[src/rtl/cache_core_req_bank_sel_pkg.sv]
// rtl/cache_core_req_bank_sel_pkg.sv - width constants and address-split helpers for the bank selector
package cache_core_req_bank_sel_pkg;

   localparam int ADDR_BITS    = 32;
   localparam int STALL_BITS   = 44;

   function automatic int max1(input int v);
      return (v > 1) ? v : 1;
   endfunction

   function automatic int calc_waw(input int word_size);
      return ADDR_BITS - $clog2(word_size);
   endfunction

   function automatic int calc_wsb(input int line_size, input int word_size);
      return $clog2(line_size / word_size);
   endfunction

   function automatic int calc_bsb(input int num_banks);
      return $clog2(num_banks);
   endfunction

   function automatic int calc_law(input int word_size, input int line_size, input int num_banks);
      return calc_waw(word_size) - calc_wsb(line_size, word_size) - calc_bsb(num_banks);
   endfunction

   function automatic int calc_rb(input int num_reqs);
      return max1($clog2(num_reqs));
   endfunction

   function automatic logic [31:0] field_mask(input int bits);
      return (bits >= 32) ? '1 : ((32'd1 << bits) - 32'd1);
   endfunction

   function automatic logic [31:0] addr_wsel(input logic [31:0] addr, input int wsb);
      return addr & field_mask(wsb);
   endfunction

   function automatic logic [31:0] addr_bank(input logic [31:0] addr, input int wsb,
                                             input int bsb, input int off);
      return (addr >> (wsb + off)) & field_mask(bsb);
   endfunction

   // Bank bits are squeezed out; the bits between word-select and bank field stay in place.
   function automatic logic [31:0] addr_line(input logic [31:0] addr, input int wsb,
                                             input int bsb, input int off);
      logic [31:0] low;
      logic [31:0] high;
      low  = (addr >> wsb) & field_mask(off);
      high = addr >> (wsb + off + bsb);
      return (high << off) | low;
   endfunction

endpackage

[src/rtl/cache_bank_priority_arb.sv]
// rtl/cache_bank_priority_arb.sv - fixed-priority one-hot grant, lowest index wins
module cache_bank_priority_arb #(
   parameter int NUM_REQS = 4
) (
   input  logic [NUM_REQS-1:0] i_req,
   output logic [NUM_REQS-1:0] o_grant,
   output logic                o_valid
);

   assign o_grant = i_req & (~i_req + NUM_REQS'(1));
   assign o_valid = |i_req;

endmodule

[src/rtl/cache_core_req_bank_sel.sv]
// rtl/cache_core_req_bank_sel.sv - core-lane to bank-slot crossbar with conflict arbitration and stall counter
module cache_core_req_bank_sel
   import cache_core_req_bank_sel_pkg::*;
#(
   parameter int CACHE_ID          = 0,
   parameter int CACHE_LINE_SIZE   = 64,
   parameter int NUM_BANKS         = 4,
   parameter int NUM_PORTS         = 1,
   parameter int WORD_SIZE         = 4,
   parameter int NUM_REQS          = 4,
   parameter int CORE_TAG_WIDTH    = 1,
   parameter int BANK_ADDR_OFFSET  = 0,
   parameter int SHARED_BANK_READY = 0,
   localparam int WAW  = calc_waw(WORD_SIZE),
   localparam int WSB  = calc_wsb(CACHE_LINE_SIZE, WORD_SIZE),
   localparam int BSB  = calc_bsb(NUM_BANKS),
   localparam int LAW  = calc_law(WORD_SIZE, CACHE_LINE_SIZE, NUM_BANKS),
   localparam int RB   = calc_rb(NUM_REQS),
   localparam int RW   = (SHARED_BANK_READY != 0) ? 1 : NUM_BANKS,
   localparam int WSBW = max1(WSB)
) (
   input  logic                                  clk,
   input  logic                                  reset,
   input  logic [NUM_REQS-1:0]                   core_req_valid,
   input  logic [NUM_REQS-1:0]                   core_req_rw,
   input  logic [NUM_REQS*WAW-1:0]               core_req_addr,
   input  logic [NUM_REQS*WORD_SIZE-1:0]         core_req_byteen,
   input  logic [NUM_REQS*8*WORD_SIZE-1:0]       core_req_data,
   input  logic [NUM_REQS*CORE_TAG_WIDTH-1:0]    core_req_tag,
   output logic [NUM_REQS-1:0]                   core_req_ready,
   output logic [NUM_BANKS-1:0]                  per_bank_core_req_valid,
   output logic [NUM_BANKS*RB-1:0]               per_bank_core_req_tid,
   output logic [NUM_BANKS-1:0]                  per_bank_core_req_rw,
   output logic [NUM_BANKS*LAW-1:0]              per_bank_core_req_addr,
   output logic [NUM_BANKS*WSBW-1:0]             per_bank_core_req_wsel,
   output logic [NUM_BANKS*WORD_SIZE-1:0]        per_bank_core_req_byteen,
   output logic [NUM_BANKS*8*WORD_SIZE-1:0]      per_bank_core_req_data,
   output logic [NUM_BANKS*CORE_TAG_WIDTH-1:0]   per_bank_core_req_tag,
   input  logic [RW-1:0]                         per_bank_core_req_ready,
   output logic [STALL_BITS-1:0]                 bank_stalls
);

   localparam int BSBW = max1(BSB);
   localparam int LCW  = $clog2(NUM_REQS + 1);

   if (NUM_PORTS != 1) begin : g_err_ports
      $error("cache_core_req_bank_sel: only NUM_PORTS=1 is supported");
   end
   if (NUM_BANKS > NUM_REQS) begin : g_err_banks
      $error("cache_core_req_bank_sel: NUM_BANKS must not exceed NUM_REQS");
   end
   if (CACHE_ID < 0) begin : g_err_id
      $error("cache_core_req_bank_sel: CACHE_ID must be non-negative");
   end

   logic [31:0]           w_addr32 [NUM_REQS];
   logic [31:0]           w_wsel32 [NUM_REQS];
   logic [31:0]           w_bank32 [NUM_REQS];
   logic [31:0]           w_line32 [NUM_REQS];
   logic [NUM_REQS-1:0]   w_lane_rdy;
   logic [NUM_REQS-1:0]   w_lane_win;
   logic [NUM_REQS-1:0]   w_lost;
   logic [NUM_REQS-1:0]   w_bank_req [NUM_BANKS];
   logic [NUM_REQS-1:0]   w_grant    [NUM_BANKS];
   logic [NUM_BANKS-1:0]  w_bank_valid;
   logic [LCW-1:0]        w_lost_cnt;
   logic                  w_unused;
   logic [STALL_BITS-1:0] r_bank_stalls;

   for (genvar i = 0; i < NUM_REQS; i++) begin : g_lane
      assign w_addr32[i] = 32'(core_req_addr[i*WAW +: WAW]);
      assign w_wsel32[i] = addr_wsel(w_addr32[i], WSB);
      assign w_bank32[i] = addr_bank(w_addr32[i], WSB, BSB, BANK_ADDR_OFFSET);
      assign w_line32[i] = addr_line(w_addr32[i], WSB, BSB, BANK_ADDR_OFFSET);
      if (SHARED_BANK_READY != 0 || NUM_BANKS == 1) begin : g_rdy_shared
         assign w_lane_rdy[i] = per_bank_core_req_ready[0];
      end else begin : g_rdy_bank
         assign w_lane_rdy[i] = per_bank_core_req_ready[w_bank32[i][BSBW-1:0]];
      end
   end

   for (genvar b = 0; b < NUM_BANKS; b++) begin : g_bank
      for (genvar i = 0; i < NUM_REQS; i++) begin : g_req
         assign w_bank_req[b][i] = core_req_valid[i] & (w_bank32[i][BSBW-1:0] == BSBW'(b));
      end
      cache_bank_priority_arb #(
         .NUM_REQS (NUM_REQS)
      ) u_arb (
         .i_req   (w_bank_req[b]),
         .o_grant (w_grant[b]),
         .o_valid (w_bank_valid[b])
      );
   end

   // Grants are one-hot, so at most one lane lands in each slot; empty slots stay all-zero.
   always_comb begin
      per_bank_core_req_tid    = '0;
      per_bank_core_req_rw     = '0;
      per_bank_core_req_addr   = '0;
      per_bank_core_req_wsel   = '0;
      per_bank_core_req_byteen = '0;
      per_bank_core_req_data   = '0;
      per_bank_core_req_tag    = '0;
      w_lane_win               = '0;
      for (int b = 0; b < NUM_BANKS; b++) begin
         for (int i = 0; i < NUM_REQS; i++) begin
            if (w_grant[b][i]) begin
               w_lane_win[i]                                           = 1'b1;
               per_bank_core_req_tid[b*RB +: RB]                       = RB'(i);
               per_bank_core_req_rw[b]                                 = core_req_rw[i];
               per_bank_core_req_addr[b*LAW +: LAW]                    = w_line32[i][LAW-1:0];
               per_bank_core_req_wsel[b*WSBW +: WSBW]                  = w_wsel32[i][WSBW-1:0];
               per_bank_core_req_byteen[b*WORD_SIZE +: WORD_SIZE]      = core_req_byteen[i*WORD_SIZE +: WORD_SIZE];
               per_bank_core_req_data[b*8*WORD_SIZE +: 8*WORD_SIZE]    = core_req_data[i*8*WORD_SIZE +: 8*WORD_SIZE];
               per_bank_core_req_tag[b*CORE_TAG_WIDTH +: CORE_TAG_WIDTH] = core_req_tag[i*CORE_TAG_WIDTH +: CORE_TAG_WIDTH];
            end
         end
      end
   end

   assign per_bank_core_req_valid = w_bank_valid;
   assign core_req_ready          = core_req_valid & w_lane_win & w_lane_rdy;
   assign w_lost                  = core_req_valid & ~w_lane_win;

   always_comb begin
      w_lost_cnt = '0;
      w_unused   = 1'b0;
      for (int i = 0; i < NUM_REQS; i++) begin
         w_lost_cnt = w_lost_cnt + LCW'(w_lost[i]);
         w_unused   = w_unused ^ (^w_addr32[i]) ^ (^w_wsel32[i]) ^ (^w_bank32[i]) ^ (^w_line32[i]);
      end
   end

   // Only arbitration losers count; a winner blocked by bank ready is not a conflict.
   always_ff @(posedge clk or negedge reset) begin
      if (!reset) begin
         r_bank_stalls <= '0;
      end else begin
         r_bank_stalls <= r_bank_stalls + STALL_BITS'(w_lost_cnt);
      end
   end

   assign bank_stalls = r_bank_stalls;

endmodule

[config.mk]
export PLATFORM = sky130hd
export DESIGN_NAME = cache_core_req_bank_sel
export DESIGN_NICKNAME = d
export VERILOG_FILES = /design/src/rtl/cache_core_req_bank_sel_pkg.sv /design/src/rtl/cache_bank_priority_arb.sv /design/src/rtl/cache_core_req_bank_sel.sv
export SDC_FILE = /design/constraint.sdc
export NUM_CORES = 1
export LEC_CHECK = 0
export ABC_CLOCK_PERIOD_IN_PS = 3850
export BUFFER_PORTS_ARGS = -buffer_cell sky130_fd_sc_hd__buf_4
export CAP_MARGIN = 20
export CORE_AREA = 2 2 239 241
export DETAILED_ROUTE_END_ITERATION = 8
export DIE_AREA = 0 0 241 243
export PLACE_DENSITY_LB_ADDON = 0.15
export RECOVER_POWER = 50
export SETUP_SLACK_MARGIN = 0.1
export SYNTH_ARGS = -nofsm -noshare
export SYNTH_HDL_FRONTEND = slang
export SYNTH_SLANG_ARGS = --single-unit
[constraint.sdc]
create_clock -name clk -period 3.85 [get_ports clk]
set_input_delay 0.385 -clock clk [delete_from_list [all_inputs] [get_ports clk]]
set_output_delay 0.385 -clock clk [all_outputs]
set_load 0.01 [all_outputs]
==> flow_metrics.py <==
metrics = {
    "run_status": {
        "status": "finished, violations left",
        "violations": "capacitance limit, slew limit",
    },
    "final_layout": {
        "final_util": 0.249,
        "syn_to_final_growth_pct": 59.6,
        "nets": 2210,
        "drive_above_1_share": 0.306,
        "largest_reg_flops": 44,
    },
    "yosys": {
        "synth.area.top_cells": "a221oi_1, o21ai_0, dfrtp_1",
        "ys_seq_area_frac": 0.126,
        "yosys.cell_types.count": 49,
        "syn_avg_cell_area_um2": 6.24,
        "synth_flop_cell": "dfrtp_1",
        "ys_ff_latch": 44,
        "netlist_area_um2": 8730,
        "synth_top_area_share": 0.195,
        "synth_edf_count": 0,
        "synthMostInstantiatedCell": "o21ai_0",
        "synth_commonest_cells": "o21ai_0, nand2_1, nor2_1",
        "synthArstFlopShare": 1.00,
        "synth_top_cell_by_area": "a221oi_1",
        "yosysWarnings": 0,
        "synth_fp_nets": 1684,
        "synthCells": 1398,
    },
    "power": {
        "p_leak_nw": 5.58,
        "p_per_area_nw_per_um2": 205,
        "vdd_drop_max_mv": 0.144,
        "p_total_mw": 2.86,
    },
    "timing": {
        "max_freq_mhz": 271,
        "setup_viol_count_final": 0,
        "min_period_ns": 3.69,
        "skew_ns": 0.00424,
        "rsz0062_at_grt": "false",
        "post-route-period-util": 0.957,
        "hold_viol_final": 0,
        "finalMaxSlewViolations": 45,
        "slew_headroom": -0.630,
        "worst_pin_slew_ns": 2.45,
    },
    "global_routing": {
        "grt_use_met1": 0.305,
        "grt_max_degree": 52,
        "antenna_found_initial": 8,
        "grt.met2_usage": 0.385,
        "top_usage_layer": "met2",
        "grt_pass1_vias": 13837,
        "use_met3": 0.0509,
        "gr-total-overflow": 0,
        "grt_pass1_wl_um": 105000,
        "track_usage": 0.239,
    },
    "clocking": {
        "cts-htree-levels": 2,
        "clock_path_buffers": 2,
        "tritoncts": "done",
        "cts.reportedPaths.clkPinSlew_ns": 0.06,
        "cts_buffers": 5,
        "clk_root_buffer_cell": "clkbuf_16",
        "worstSkewPairLatency_ns": 0.29,
        "cts.sink_count": 44,
    },
    "floorplan": {
        "initial_core_util": 0.156,
        "die_h_um": 243,
        "dieArea_um2": 58600,
        "num_rows": 87,
        "design.core.area_um2": 56000,
        "fp.dieW_um": 241,
        "floorplan.io_pins": 606,
    },
    "critical_path": {
        "r2r-start": "bank_stalls[0]",
        "arrival_ns": 3.30,
        "reg2reg_to": "bank_stalls[37]",
        "start_kind": "primary input",
        "path_max_fanout": 44,
        "path_class": "in2out",
        "endpoint_kind": "primary output",
        "rrSetupSlack_ns": 0.92,
        "cp.required_ns": 3.46,
        "worst-r2r-cell-count": 8,
    },
    "routing": {
        "route.detailed.drc": 0,
        "vias": 14467,
        "routed_wl_um": 75200,
        "viasPerCell": 5.39,
        "first_pass_iters": 6,
        "antenna_left": 0,
        "routedWlPerCell_um": 28.0,
        "drtIter0Drc": 1394,
    },
    "worst_hold_path": {
        "hold_path_class": "reg2reg",
        "hold_path_end": "bank_stalls[43]",
        "hold_path_depth": 1,
        "min_from": "bank_stalls[43]",
    },
    "place": {
        "io_buffers": 605,
        "hpwl_um": 53200,
        "place_congestion": 0.876,
    },
    "job": {
        "drv_cap": 1,
    },
}
==> through the flow <==
step,cells,setup TNS [ns],worst slack [ns],hold WS (ns),instance area (µm²)
global route,2684,0,0.0900,0.524,13900
CTS,2678,0,0.168,0.132,14400
floorplan,1398,0,0.138,0.0894,8760
detailed placement,2671,-0.457,-0.141,0.434,14300
finish,2685,0,0.164,0.477,13900
global placement,2671,-0.216,-0.0888,0.435,14300
==> report_power, final <==
part	internal (mW)	switching [mW]	total, mW
Combinational	0.775	1.10	1.87
Sequential	0.504	0.0754	0.579
Clock	0.236	0.172	0.408
Total	1.52	1.35	2.86
==> final cells by class <==
type	instances	area, µm²
Clock inverter	1	5.00
Tap cell	756	946
Multi-Input combinational cell	1189	7050
Inverter	4	15.0
Antenna cell	5	12.5
Sequential cell	44	1100
Fill cell	6465	42000
Clock buffer	6	129
Timing Repair Buffer	680	4670
==> cell usage in the layout, fill, tap and decap left out, types with 6 or more instances in the layout <==
cell and n:
a221oi_1 193, a22oi_1 142, and3_1 6, and4_1 6, buf_12 6, buf_4 533, clkbuf_1 134, dfrtp_1 44
nand2_1 226, nand3_1 16, nand4_1 7, nor2_1 215, o21ai_0 257, o21ai_1 8, xnor2_1 27, xor2_1 16
==> worst max-delay path by stage <==
| stage | startpoint | slack, ns | to | cells after the start |
|---|---|---|---|---|
| after floorplan | core_req_addr[4] | 0.14 | bank_stalls[37] | 15 |
| after global placement | core_req_addr[35] | -0.09 | bank_stalls[37] | 13 |
| after detailed placement | core_req_addr[35] | -0.14 | bank_stalls[37] | 13 |
| after CTS | core_req_addr[35] | 0.17 | bank_stalls[37] | 13 |
| after global routing | core_req_addr[35] | 0.09 | bank_stalls[20] | 15 |
| final | core_req_addr[35] | 0.16 | per_bank_core_req_data[65] | 10 |
==> critical path, stage by stage <==
cell,delay (ns)
clkbuf_1,0.11
buf_4,0.17
and3b_4,0.19
clkbuf_2,0.58
nor2_4,0.29
clkbuf_4,0.71
a221oi_1,0.16
o21ai_0,0.33
buf_4,0.22
buf_4,0.12
==> logic make-up after synthesis <==
| kind of cell | synth area share |
|---|---|
| AO/OA/AOI/OAI | 0.475 |
| XOR/XNOR | 0.0450 |
| adder cells (fa/ha/maj) | 0.00831 |
| buffers and inverters | 0.0775 |
| flip-flops | 0.126 |
| multiplexers | 0.0103 |
| other | 0.000430 |
| AND/OR/NAND/NOR | 0.257 |
==> repair_timing <==
item,CTS,global route
buffers inserted,0,2
endpoints found under the hold margin,0,0
hold buffers,0,0
resized for setup,0,3
endpoints found under the setup margin,0,8
==> per-layer routing <==
| layer | part of all wire | up-vias |
|---|---|---|
| met5 | 0.00052 | - |
| li1 | - | 6342 |
| met2 | 0.46 | 882 |
| met4 | 0.048 | 6 |
| met3 | 0.092 | 142 |
| met1 | 0.40 | 7095 |
Power figures use the tool's default switching activity.
